File: src/rtl/escalonador_tiros_if.sv
// Offer handshake between the enemy shot scheduler and the fleet's shot logic.
interface escalonador_tiros_if;
    logic       disparo_valid;
    logic [4:0] disparo_id;
    logic       disparo_ready;

    modport master (output disparo_valid, output disparo_id, input disparo_ready);
    modport slave  (input disparo_valid, input disparo_id, output disparo_ready);
endinterface

File: src/rtl/escalonador_tiros.sv
// Enemy shot scheduler: picks the next live enemy to fire, enforces a fire
// cadence and a cap on enemy shots in flight, and offers the chosen index
// through a valid/ready handshake.
// Optional feature: define ESCALONADOR_ALEATORIO_EN to start each search at a
// pseudo-random index taken from an 8-bit LFSR instead of plain round-robin.
module escalonador_tiros #(
    parameter int unsigned N_INIMIGOS = 20,
    parameter int unsigned CADENCIA   = 25_000_000,
    parameter int unsigned MAX_TIROS  = 2
) (
    input  logic                  CLOCK_50,
    input  logic                  reset,
    input  logic                  pausa,
    input  logic                  reiniciarJogo,
    input  logic [N_INIMIGOS-1:0] vivo,
    input  logic                  tiro_fim,
    escalonador_tiros_if.master   disparo,
    output logic [1:0]            tiros_ativos
);

    localparam int unsigned ID_W  = 5;
    localparam int unsigned CNT_W = (CADENCIA > 1) ? $clog2(CADENCIA) : 1;

    localparam logic [CNT_W-1:0] CNT_RECARGA = CNT_W'(CADENCIA - 1);
    localparam logic [ID_W-1:0]  ID_ULTIMO   = ID_W'(N_INIMIGOS - 1);
    localparam logic [1:0]       TIROS_MAX   = 2'(MAX_TIROS);

    typedef enum logic [1:0] {
        ESPERA = 2'd0,
        BUSCA  = 2'd1,
        OFERTA = 2'd2
    } estado_t;

    estado_t          estado_q;
    logic [CNT_W-1:0] cnt_q;
    logic [ID_W-1:0]  ptr_q;
    logic [ID_W-1:0]  scanned_q;
    logic [ID_W-1:0]  id_q;
    logic             valid_q;
    logic [1:0]       tiros_q;
    logic [1:0]       tiros_d;

    logic             concede;
    logic [ID_W-1:0]  ptr_inc;
    logic [ID_W-1:0]  id_inc;
    logic [ID_W-1:0]  ptr_inicio;

    // A grant needs a visible offer, an accepting consumer and no pause.
    assign concede = (estado_q == OFERTA) && valid_q && disparo.disparo_ready && !pausa;
    assign ptr_inc = (ptr_q == ID_ULTIMO) ? '0 : ptr_q + ID_W'(1);
    assign id_inc  = (id_q  == ID_ULTIMO) ? '0 : id_q  + ID_W'(1);

`ifdef ESCALONADOR_ALEATORIO_EN
    logic [7:0] lfsr_q;

    // LFSR x^8+x^6+x^5+x^4+1, advancing on every unpaused cycle.
    always_ff @(posedge CLOCK_50 or negedge reset) begin
        if (!reset) begin
            lfsr_q <= 8'hA5;
        end else if (reiniciarJogo) begin
            lfsr_q <= 8'hA5;
        end else if (!pausa) begin
            lfsr_q <= {lfsr_q[6:0], lfsr_q[7] ^ lfsr_q[5] ^ lfsr_q[4] ^ lfsr_q[3]};
        end
    end

    assign ptr_inicio = ID_W'(32'(lfsr_q) % N_INIMIGOS);
`else
    assign ptr_inicio = ptr_q;
`endif

    // Shots in flight: +1 on grant, -1 on tiro_fim, saturating at both ends.
    always_comb begin
        tiros_d = tiros_q;
        unique case ({concede, tiro_fim})
            2'b10:   if (tiros_q != TIROS_MAX) tiros_d = tiros_q + 2'd1;
            2'b01:   if (tiros_q != 2'd0)      tiros_d = tiros_q - 2'd1;
            default: tiros_d = tiros_q;
        endcase
    end

    // Cadence / search / offer state machine with registered outputs.
    always_ff @(posedge CLOCK_50 or negedge reset) begin
        if (!reset) begin
            estado_q  <= ESPERA;
            cnt_q     <= CNT_RECARGA;
            ptr_q     <= '0;
            scanned_q <= '0;
            id_q      <= '0;
            valid_q   <= 1'b0;
            tiros_q   <= 2'd0;
        end else if (reiniciarJogo) begin
            estado_q  <= ESPERA;
            cnt_q     <= CNT_RECARGA;
            ptr_q     <= '0;
            scanned_q <= '0;
            id_q      <= '0;
            valid_q   <= 1'b0;
            tiros_q   <= 2'd0;
        end else begin
            tiros_q <= tiros_d;
            if (pausa) begin
                valid_q <= 1'b0;
            end else begin
                unique case (estado_q)
                    ESPERA: begin
                        if (cnt_q != '0) begin
                            cnt_q <= cnt_q - CNT_W'(1);
                        end else if (tiros_q < TIROS_MAX) begin
                            estado_q  <= BUSCA;
                            scanned_q <= '0;
                            ptr_q     <= ptr_inicio;
                        end
                    end
                    BUSCA: begin
                        if (vivo[ptr_q]) begin
                            id_q     <= ptr_q;
                            valid_q  <= 1'b1;
                            estado_q <= OFERTA;
                        end else begin
                            ptr_q <= ptr_inc;
                            if (scanned_q == ID_ULTIMO) begin
                                // Whole fleet examined without a live enemy.
                                estado_q <= ESPERA;
                                cnt_q    <= CNT_RECARGA;
                            end else begin
                                scanned_q <= scanned_q + ID_W'(1);
                            end
                        end
                    end
                    OFERTA: begin
                        if (concede) begin
                            valid_q  <= 1'b0;
                            ptr_q    <= id_inc;
                            cnt_q    <= CNT_RECARGA;
                            estado_q <= ESPERA;
                        end else if (!vivo[id_q]) begin
                            // Offered enemy died before acceptance: retract and keep searching.
                            valid_q   <= 1'b0;
                            ptr_q     <= id_inc;
                            scanned_q <= '0;
                            estado_q  <= BUSCA;
                        end else begin
                            valid_q <= 1'b1;
                        end
                    end
                    default: begin
                        estado_q <= ESPERA;
                        valid_q  <= 1'b0;
                    end
                endcase
            end
        end
    end

    assign disparo.disparo_valid = valid_q;
    assign disparo.disparo_id    = id_q;
    assign tiros_ativos          = tiros_q;

endmodule

File: src/flat_wrapper.sv
// flat-port wrapper written by rule: the top's interface ports become plain ports
module escalonador_tiros_flat 
#(
    parameter int unsigned N_INIMIGOS = 20,
    parameter int unsigned CADENCIA   = 25_000_000,
    parameter int unsigned MAX_TIROS  = 2
)
  (CLOCK_50, reset, pausa, reiniciarJogo, vivo, tiro_fim, tiros_ativos, disparo_disparo_valid, disparo_disparo_id, disparo_disparo_ready);
  escalonador_tiros_if disparo_i ();
  input  logic CLOCK_50;
  input  logic reset;
  input  logic pausa;
  input  logic reiniciarJogo;
  input  logic [N_INIMIGOS-1:0] vivo;
  input  logic tiro_fim;
  output logic [1:0] tiros_ativos;
  output wire logic [$bits(disparo_i.disparo_valid)-1:0] disparo_disparo_valid;
  output wire logic [$bits(disparo_i.disparo_id)-1:0] disparo_disparo_id;
  input wire logic [$bits(disparo_i.disparo_ready)-1:0] disparo_disparo_ready;
  assign disparo_disparo_valid = disparo_i.disparo_valid;
  assign disparo_disparo_id = disparo_i.disparo_id;
  assign disparo_i.disparo_ready = disparo_disparo_ready;
  escalonador_tiros #(.N_INIMIGOS(N_INIMIGOS), .CADENCIA(CADENCIA), .MAX_TIROS(MAX_TIROS)) u_core (.CLOCK_50(CLOCK_50), .reset(reset), .pausa(pausa), .reiniciarJogo(reiniciarJogo), .vivo(vivo), .tiro_fim(tiro_fim), .disparo(disparo_i), .tiros_ativos(tiros_ativos));
endmodule
File: config.mk
export PLATFORM = sky130hd
export DESIGN_NAME = escalonador_tiros_flat
export DESIGN_NICKNAME = d
export VERILOG_FILES = /design/src/rtl/escalonador_tiros_if.sv /design/src/rtl/escalonador_tiros.sv /design/src/flat_wrapper.sv
export SDC_FILE = /design/constraint.sdc
export NUM_CORES = 1
export LEC_CHECK = 0
export ABC_AREA = 1
export CORE_AREA = 2 2 90 127
export CTS_BUF_LIST = sky130_fd_sc_hd__clkbuf_8
export CTS_CLUSTER_SIZE = 14
export DETAILED_ROUTE_END_ITERATION = 7
export DIE_AREA = 0 0 92 129
export PLACE_DENSITY = 0.57
export SYNTH_ARGS = -nofsm -noshare
export SYNTH_HDL_FRONTEND = slang
export SYNTH_SLANG_ARGS = --single-unit
File: constraint.sdc
create_clock -name CLOCK_50 -period 5.49 [get_ports CLOCK_50]
set_clock_uncertainty 0.05 [all_clocks]
set_input_delay 0.549 -clock CLOCK_50 [delete_from_list [all_inputs] [get_ports CLOCK_50]]
set_output_delay 0.549 -clock CLOCK_50 [all_outputs]
set_load 0.02 [all_outputs]
==> results.ini, run 1 <==
[die]
die_area_um2=11900
initial_core_util_pct=34.6
ioPinCount=34
core_area_um2=10700
rows=45
die_h_um=129
die_w_um=92

[worst_setup_path]
worstSetupPathType=input port to flop
worst_path_max_delay_cell=clkdlybuf4s50_1
path_buf_inv=3
cp_top_family=buffers and inverters
start_kind=input port
critical_path.cell_chain=clkdlybuf4s50_1 -> buf_4 -> nor2_1 -> a21oi_1 -> nand3_1 -> a31oi_4 -> nand2_8 -> inv_4 -> o21ai_0 -> nand2_1
cp-end-kind=flop
worstPathArrival_ns=2.71
slowest_delay_ns=0.46
cp_max_fo=35
required_ns=5.70

[yosys]
synth.area.top_cells=dfrtp_1 19%, nand2_1 19%, dfstp_2 12%, nand3_1 7.4%, inv_1 7.4%
ys_ff_latch=45
yosysTopAreaCell=dfrtp_1
async_flop_share_pct=100
synth_cell_types=40
synth_top_area_share_pct=18.9
ys_seq_area_share_pct=31.0
synth_edf_count=0
synth_ff_type=dfrtp_1
syn-num-nets=602
syn-instance-count=567
synth_warnings=0
netlist_area_um2=3700
syn_area_per_cell_um2=6.52

[placement]
dp.cells=728
port_buffers=33
place_hpwl_um=7410
place_congestion=0.874

[timing]
rsz0062_at_grt=no
clock.fmax_mhz=400
setup_tns_ns=0
period_minus_slack_ns=2.50
worst_pin_slew_ns=1.02
maxSlewHeadroom_pct=31.7
hold_viol=0
finalSetupViolations=0
final-max-slew-violation-count=0
period_share_pct=45.6

[finish]
fill_cells=1180
final_nets=629
final_common_cell=nand2_1
instances_no_fill=736
final_cell_mix=183 x nand2_1, 73 x inv_1, 55 x nand3_1, 55 x nor2_1, 32 x clkdlybuf4s50_1
drive_above_1_share_pct=9.08
syn2layout_area_growth_pct=14.1
antenna_cells=0

[route]
wl_per_cell_um=13.6
dr.pass1.iters=4
antenna_left=0
vias=3696
finalWirelength_um=10000
vias_per_cell=5.02
route.detailed.drc=0
drt_iter0_drc=168

[global_routing]
grt-ovfl-total=0
grt_pass1_vias=3447
grt_max_degree=46
antenna_found_initial=0
grt_usage_pct=17.4
grt_pass1_wl_um=16500

[clocking]
clk_pin_slew_worst_paths_ns=0.09
cts_hold_buffers=0
cts_setup_buffers=0
cts_buffer_depth=2
clockRootBuffer=clkbuf_8
clk_latency_ns=0.31
cts-buffers-inserted=5
ctsHtreeMaxLevel=2
clock_sinks=45
cts_tree=yes
ctsResizeCount=0

[power_and_ir_drop]
p_leak_nw=2.04
powerDensity_nw_per_um2=411
ir_worst_vdd_uv=258

[outcome]
outcome=complete, no violations

[hold_path]
hp-class=input port to asynchronous set/reset pin

[run]
maxCapViolCount=0

[cell usage after synthesis (2+ instances only)]
cell	n
a21oi_1	16
a31oi_1	3
buf_2	3
buf_4	3
buf_6	3
clkbuf_1	4
dfrtp_1	28
dfstp_2	17
ha_1	9
inv_1	73
inv_2	2
nand2_1	183
nand2_8	2
nand3_1	55
nand3_2	5
nand3b_1	2
nand4_1	17
nor2_1	55
nor3_1	13
nor4_1	9
o21ai_0	15
o21ai_1	15
o21ai_2	5
or2_2	5
xor2_1	10
[power by group]
group	switching [W]	internal (W)	leakage (nW)	total [W]
logic	0.000577	0.000293	1.42	0.000869
clock network	0.000124	0.000148	0.0574	0.000272
registers	0.000128	0.000466	0.563	0.000594
total	0.000828	0.000907	2.04	0.00173
[path summary, 6_finish.rpt]
path	startpoint	to	slack (ns)	depth (start not counted)
max	reiniciarJogo	u_core.cnt_q[3]	2.99	10
min	reset	u_core.scanned_q[3]	0.36	1
max reg2reg	u_core.ptr_inicio[0]	u_core.cnt_q[10]	3.10	13
min reg2reg	u_core.cnt_q[1]	u_core.cnt_q[1]	0.43	2
max in group asynchronous	reset	u_core.cnt_q[9]	4.40	1
min in group CLOCK_50	u_core.cnt_q[1]	u_core.cnt_q[1]	0.43	2
[stage by stage]
stage	instance area (um2)	hold WS [ns]	util [%]	setup WS [ns]	power (W)
floorplan	3700	0.203	-	3.55	0.00129
global placement	4100	0.412	38.3	2.70	0.00146
detailed placement	4100	0.418	38.3	2.68	0.00147
CTS	4220	0.393	39.5	3.00	0.00176
global route	4220	0.449	39.5	2.83	0.00189
finish	4220	0.364	39.5	2.99	0.00173
[final cells by class]
cell class	count	area [um2]	area share, %
sequential	45	1150	27.2
clock inverter	2	37.5	0.889
tap	141	176	4.18
inverter	77	292	6.91
timing repair buffer	34	333	7.88
clock buffer	6	82.6	1.96
multi-input combinational	431	2150	51.0
[sequential cells by signal, summed over array words and instances (netlist names)]
register and flops:
u_core.ptr_inicio 5, u_core.estado_q 2, u_core.cnt_q 25, u_core.disparo.disparo_id 5
u_core.tiros_ativos 2, u_core.disparo.disparo_valid 1, u_core.scanned_q 5
[logic make-up after synthesis]
kind of cell	count (synthesis)	synth area share [%]
AND/OR/NAND/NOR	353	43.2
XOR/XNOR	11	2.60
buffers and inverters	91	10.8
AO/OA/AOI/OAI	58	9.40
adder cells (fa/ha/maj)	9	3.04
flip-flops	45	31.0
[metal layers]
layer  GRT usage (%)  routed length [um]  up-vias
li1                -                   -     1884
met4            6.94                 153        0
met5               0                   0        -
met2            34.4                5450       68
met1            18.4                4040     1733
met3            2.40                 371       11
No activity file was read; power rests on OpenSTA's default activity.
==> run 2: changes to the inputs <==
clock period = 2.4 ns   (was 5.49 ns; I/O delays follow)
==> results.ini, run 2 (synthesis gave the netlist of run 1 again) <==
[outcome]
outcome=complete, no violations  ; unchanged

[finish]
finish.utilization_pct=40.5  ; was 39.5%
largest_register_ffs=25  ; unchanged
antenna_cells=0  ; unchanged
final_nets=645  ; was 629
final_common_cell=nand2_1  ; unchanged
top_register=u_core.cnt_q  ; unchanged
final_cell_mix=183 x nand2_1, 75 x inv_1, 55 x nand3_1, 55 x nor2_1, 32 x clkdlybuf4s50_1  ; was 183 x nand2_1, 73 x inv_1, 55 x nand3_1, 55 x nor2_1, 32 x clkdlybuf4s50_1
drive_above_1_share_pct=11.0  ; was 9.08%
syn2layout_area_growth_pct=17.1  ; was 14.1%
fill_cells=1138  ; was 1180

[route]
vias=3749  ; was 3696
dr.pass1.iters=4  ; unchanged
route.detailed.drc=0  ; unchanged
vias_per_cell=4.99  ; was 5.02
finalWirelength_um=10400  ; was 10000 um
wl_per_cell_um=13.9  ; was 13.6 um
antenna_left=0  ; unchanged
drt_iter0_drc=177  ; was 168

[worst_setup_path]
worst_path_max_delay_cell=dfrtp_1  ; was clkdlybuf4s50_1
r2r_end=u_core.cnt_q[3]  ; was u_core.cnt_q[10]
critical_path.cell_chain=inv_1 -> ha_1 -> inv_1 -> nor2_1 -> nand2_1 -> nand3_1 -> a31oi_4 -> nand2_8 -> inv_6 -> o21ai_0 -> nand2_1  ; was clkdlybuf4s50_1 -> buf_4 -> nor2_1 -> a21oi_1 -> nand3_1 -> a31oi_4 -> nand2_8 -> inv_4 -> o21ai_0 -> nand2_1
endpoint=u_core.cnt_q[3]  ; unchanged
worstSetupPathDepth=11  ; was 10
cp_max_fo=26  ; was 35
slowest_delay_ns=0.41  ; was 0.46 ns
cp_top_family=simple AND/OR/NAND/NOR gates  ; was buffers and inverters
required_ns=2.60  ; was 5.70 ns
reg2reg_depth=11  ; was 13
r2r_slack_ns=0.25  ; was 3.10 ns
worstSetupPathType=flop to flop  ; was input port to flop
worstPathArrival_ns=2.35  ; was 2.71 ns
cp-end-kind=flop  ; unchanged
worstReg2RegStart=u_core.estado_q[0]  ; was u_core.ptr_inicio[0]
critPathLaunch=u_core.estado_q[0]  ; was reiniciarJogo
path_buf_inv=3  ; unchanged
start_kind=flop  ; was input port

[timing]
maxSlewHeadroom_pct=67.1  ; was 31.7%
rsz0062_at_grt=no  ; unchanged
setup_tns_ns=0  ; unchanged
period_minus_slack_ns=2.15
hold_viol=0  ; unchanged
finalSetupViolations=0  ; unchanged
final-max-slew-violation-count=0  ; unchanged
worst_pin_slew_ns=0.490  ; was 1.02 ns
period_share_pct=89.5
clock.fmax_mhz=465

[global_routing]
grt-ovfl-total=0  ; unchanged
grt-busiest-layer=met2  ; unchanged
grt_max_degree=46  ; unchanged
grt_usage_pct=18.5  ; was 17.4%
grt_pass1_vias=3684  ; was 3447
antenna_found_initial=0  ; unchanged
met3_usage_pct=2.22  ; was 2.40%
grtUsageMet1_pct=19.3  ; was 18.4%
met2_usage_pct=36.3  ; was 34.4%
grt_pass1_wl_um=17500  ; was 16500 um

[power_and_ir_drop]
powerDensity_nw_per_um2=913  ; was 411 nW/um2
ir_worst_vdd_uv=494  ; was 258 uV
p_leak_nw=2.12  ; was 2.04 nW

[clocking]
clk_latency_ns=0.31  ; about the same
clock_sinks=45  ; unchanged
cts-buffers-inserted=5  ; unchanged
clockRootBuffer=clkbuf_8  ; unchanged
clk_pin_slew_worst_paths_ns=0.09  ; about the same
cts_tree=yes  ; unchanged
ctsHtreeMaxLevel=2  ; unchanged
cts_setup_buffers=0  ; unchanged
cts_buffer_depth=2  ; unchanged

[placement]
place_hpwl_um=8010  ; was 7410 um
place_congestion=0.867  ; was 0.874
port_buffers=33  ; unchanged

[run]
maxCapViolCount=0  ; unchanged

[die]
initial_core_util_pct=34.6  ; unchanged
ioPinCount=34  ; unchanged
die_h_um=129  ; unchanged
rows=45  ; unchanged
die_area_um2=11900  ; unchanged
die_w_um=92  ; unchanged
core_area_um2=10700  ; unchanged

[hold_path]
hp-class=input port to asynchronous set/reset pin  ; unchanged

[run 2: worst min-delay path, stage by stage]
cell and delay [ns]:
dlygate4sd3_1 0.51, buf_2 0.12, buf_12 0.25
[run 2: timing repair]
item,4_1_cts,5_1_grt
hold endpoints to repair,28,0
gates resized for setup,0,1
hold buffers,1,0
setup endpoints to repair,0,2
[run 2: how the worst min path moves through the flow]
stage / start / to
5_1_grt: reset / u_core.cnt_q[23]
2_1_floorplan: reset / u_core.cnt_q[10]
6_report: reset / u_core.cnt_q[23]
3_3_place_gp: reset / u_core.cnt_q[23]
4_1_cts: reset / u_core.cnt_q[23]
3_5_place_dp: reset / u_core.cnt_q[23]
[run 2: area by class of cell]
class	count	area (um2)	share of cell area (%)
Clock buffer	6	82.6	1.91
Tap cell	141	176	4.08
Multi-Input combinational cell	431	2150	49.7
Inverter	77	294	6.79
Timing Repair Buffer	50	468	10.8
Clock inverter	2	7.51	0.173
Sequential cell	45	1150	26.5
[run 2: metrics by stage]
| step | area (um2) | worst slack, ns | hold slack, ns | total power [W] | std cells |
|---|---|---|---|---|---|
| after detailed placement | 4230 | 0.212 | 0.191 | 0.00348 | 743 |
| after floorplan | 3700 | 0.456 | -0.106 | 0.00295 | 567 |
| final | 4330 | 0.251 | 0.378 | 0.00395 | 752 |
| after CTS | 4330 | 0.192 | 0.381 | 0.00399 | 752 |
| after global placement | 4230 | 0.238 | 0.193 | 0.00344 | 743 |
| after global routing | 4330 | 0.0589 | 0.416 | 0.00433 | 752 |
[run 2: metal layers]
layer  up-vias  part of all wire [%]
met4         0                   3.2
met1      1735                    39
met3        22                   3.0
li1       1915                     -
met2        77                    55
met5         -                     0
[run 2: power breakdown]
group | switching [W] | internal [W] | leakage, nW
Clock | 0.000261 | 0.000227 | 0.0538
Combinational | 0.00138 | 0.000745 | 1.50
Sequential | 0.000275 | 0.00107 | 0.563
Total | 0.00191 | 0.00204 | 2.12
==> run 3: changes to the inputs <==
--- a/config.mk
+++ b/config.mk
@@ -8,3 +8,3 @@
 export ABC_AREA = 1
-export CORE_AREA = 2 2 90 127
+export CORE_AREA = 2 2 70 98
 export CTS_BUF_LIST = sky130_fd_sc_hd__clkbuf_8
@@ -12,4 +12,4 @@
 export DETAILED_ROUTE_END_ITERATION = 7
-export DIE_AREA = 0 0 92 129
-export PLACE_DENSITY = 0.57
+export DIE_AREA = 0 0 72 100
+export PLACE_DENSITY = 0.86
 export SYNTH_ARGS = -nofsm -noshare
--- a/constraint.sdc
+++ b/constraint.sdc
@@ -4,2 +4,2 @@
 set_output_delay 0.24 -clock CLOCK_50 [all_outputs]
-set_load 0.02 [all_outputs]
+set_load 0.05 [all_outputs]
==> results.ini, run 3 (synthesis gave the netlist of run 1 again) <==
[route]
vias_per_cell=5.61  ; was 4.99
drt_iter0_drc=201  ; was 177
antenna_left=0  ; unchanged
finalWirelength_um=9830  ; was 10400 um
route.detailed.drc=0  ; unchanged
vias=3850  ; was 3749
wl_per_cell_um=14.3  ; was 13.9 um
dr.pass1.iters=5  ; was 4

[global_routing]
grt_usage_pct=29.3  ; was 18.5%
antenna_found_initial=0  ; unchanged
grt-ovfl-total=0  ; unchanged
grt_pass1_wl_um=16700  ; was 17500 um
grt_max_degree=27  ; was 46
grt_pass1_vias=3797  ; was 3684

[finish]
top_register=u_core.cnt_q  ; unchanged
final_nets=646  ; was 645
design_area_um2=4260  ; was 4330 um2
instances_no_fill=686  ; was 752
syn2layout_area_growth_pct=15.3  ; was 17.1%
finish.utilization_pct=66.2  ; was 40.5%
drive_above_1_share_pct=11.6  ; was 11.0%
final_cell_mix=183 x nand2_1, 72 x inv_1, 55 x nand3_1, 55 x nor2_1, 32 x clkdlybuf4s50_1  ; was 183 x nand2_1, 75 x inv_1, 55 x nand3_1, 55 x nor2_1, 32 x clkdlybuf4s50_1
antenna_cells=0  ; unchanged
largest_register_ffs=25  ; unchanged
final_common_cell=nand2_1  ; unchanged

[worst_setup_path]
worstPathArrival_ns=2.36  ; was 2.35 ns
worstReg2RegStart=u_core.ptr_inicio[2]  ; was u_core.estado_q[0]
critPathLaunch=u_core.ptr_inicio[2]  ; was u_core.estado_q[0]
r2r_end=u_core.cnt_q[3]  ; unchanged
slowest_delay_ns=0.63  ; was 0.41 ns
start_kind=flop  ; unchanged
cp-end-kind=flop  ; unchanged
endpoint=u_core.cnt_q[3]  ; unchanged
r2r_slack_ns=0.24  ; was 0.25 ns
worstSetupPathType=flop to flop  ; unchanged
cp_max_fo=20  ; was 26
critical_path.cell_chain=inv_1 -> nand3_1 -> nand3_1 -> nand2_1 -> nand2_2 -> nand3_4 -> nand2_4 -> nand2_8 -> nand2_8 -> inv_4 -> o21ai_0 -> nand2_1  ; was inv_1 -> ha_1 -> inv_1 -> nor2_1 -> nand2_1 -> nand3_1 -> a31oi_4 -> nand2_8 -> inv_6 -> o21ai_0 -> nand2_1
worst_path_max_delay_cell=dfrtp_1  ; unchanged
reg2reg_depth=12  ; was 11
required_ns=2.61  ; was 2.60 ns

[hold_path]
hp-class=input port to asynchronous set/reset pin  ; unchanged

[power_and_ir_drop]
powerDensity_nw_per_um2=966  ; was 913 nW/um2
p_sw_share_pct=48.1  ; was 48.4%
p_sw_w=0.00198  ; was 0.00191 W
power_frac_seq_pct=32.1  ; was 33.9%
combPwrFrac_pct=53.3  ; was 53.7%
p_clk_share_pct=14.6  ; was 12.3%
ir_worst_vdd_uv=638  ; was 494 uV
p_leak_nw=2.12  ; about the same
intPower_w=0.00214  ; was 0.00204 W

[clocking]
ctsHtreeMaxLevel=2  ; unchanged
clockRootBuffer=clkbuf_8  ; unchanged
clk_pin_slew_worst_paths_ns=0.09  ; about the same
cts_tree=yes  ; unchanged
clock_sinks=45  ; unchanged
clk_latency_ns=0.31  ; about the same
cts-buffers-inserted=5  ; unchanged
cts_buffer_depth=2  ; unchanged

[timing]
maxSlewHeadroom_pct=61.8  ; was 67.1%
setup_tns_ns=0  ; unchanged
rsz0062_at_grt=no  ; unchanged
hold_viol=0  ; unchanged
period_minus_slack_ns=2.16  ; was 2.15 ns
final-max-slew-violation-count=0  ; unchanged
period_share_pct=90.0  ; was 89.5%
finalSetupViolations=0  ; unchanged
clock.fmax_mhz=463  ; was 465 MHz
worst_pin_slew_ns=0.572  ; was 0.490 ns

[die]
die_w_um=72  ; was 92 um
core_area_um2=6440  ; was 10700 um2
die_h_um=100  ; was 129 um
initial_core_util_pct=57.5  ; was 34.6%
ioPinCount=34  ; unchanged
rows=35  ; was 45
die_area_um2=7200  ; was 11900 um2

[placement]
dpl_cell_area_um2=4130  ; was 4230 um2
dp.cells=676  ; was 743
place_congestion=0.942  ; was 0.867
place_hpwl_um=7660  ; was 8010 um
port_buffers=33  ; unchanged

[run]
maxCapViolCount=0  ; unchanged

[outcome]
outcome=complete, no violations  ; unchanged

-- run 3: cell type report --
type,count,area [um2]
Fill cell,563,2170
Clock inverter,3,46.3
Clock buffer,5,68.8
Sequential cell,45,1150
Inverter,77,292
Timing Repair Buffer,51,463
Tap cell,74,92.6
Multi-Input combinational cell,431,2150
-- run 3: critical path, delay by kind of cell (launching register included) --
kind	cells	cell delay, ns
AND/OR/NAND/NOR	9	0.88
flip-flops	1	0.63
buffers and inverters	2	0.40
AO/OA/AOI/OAI	1	0.12
-- run 3: power by group through the flow --
stage          sequential, W  combinational (W)  clock (W)
2_1_floorplan        0.00130            0.00168          0
3_3_place_gp         0.00132            0.00210          0
3_5_place_dp         0.00133            0.00218          0
4_1_cts              0.00132            0.00219   0.000601
5_1_grt              0.00136            0.00248   0.000634
6_report             0.00132            0.00220   0.000600
-- run 3: layer usage --
metal | wire length [um] | vias up | share of wire [%] | track usage (%)
li1 | - | 1912 | - | -
met1 | 3620 | 1789 | 37 | 29.6
met2 | 5460 | 111 | 56 | 57.6
met3 | 299 | 38 | 3.0 | 2.61
met4 | 442 | 0 | 4.5 | 15.1
met5 | 0 | - | 0 | 0
-- run 3: stage by stage --
stage          setup WS, ns  total power (W)  hold WS, ns
3_3_place_gp          0.190          0.00342        0.224
3_5_place_dp         0.0882          0.00351        0.219
4_1_cts               0.201          0.00411        0.420
6_report              0.240          0.00412        0.395
5_1_grt              0.0706          0.00447        0.466
2_1_floorplan         0.423          0.00299       -0.106
-- run 3: repair_timing --
| action | CTS | global route |
|---|---|---|
| resized for setup | 0 | 1 |
| hold buffers | 1 | 0 |
| setup buffers | 0 | 1 |
| endpoints found under the setup margin | 0 | 3 |
| endpoints found under the hold margin | 19 | 0 |
-- run 3: how the worst min path moves through the flow --
stage,start,to,slack [ns]
finish,reset,u_core.ptr_inicio[0],0.40
global route,reset,u_core.scanned_q[4],0.47
CTS,reset,u_core.ptr_inicio[2],0.42
detailed placement,reset,u_core.ptr_inicio[2],0.22
global placement,reset,u_core.ptr_inicio[1],0.22
floorplan,reset,u_core.cnt_q[10],-0.11
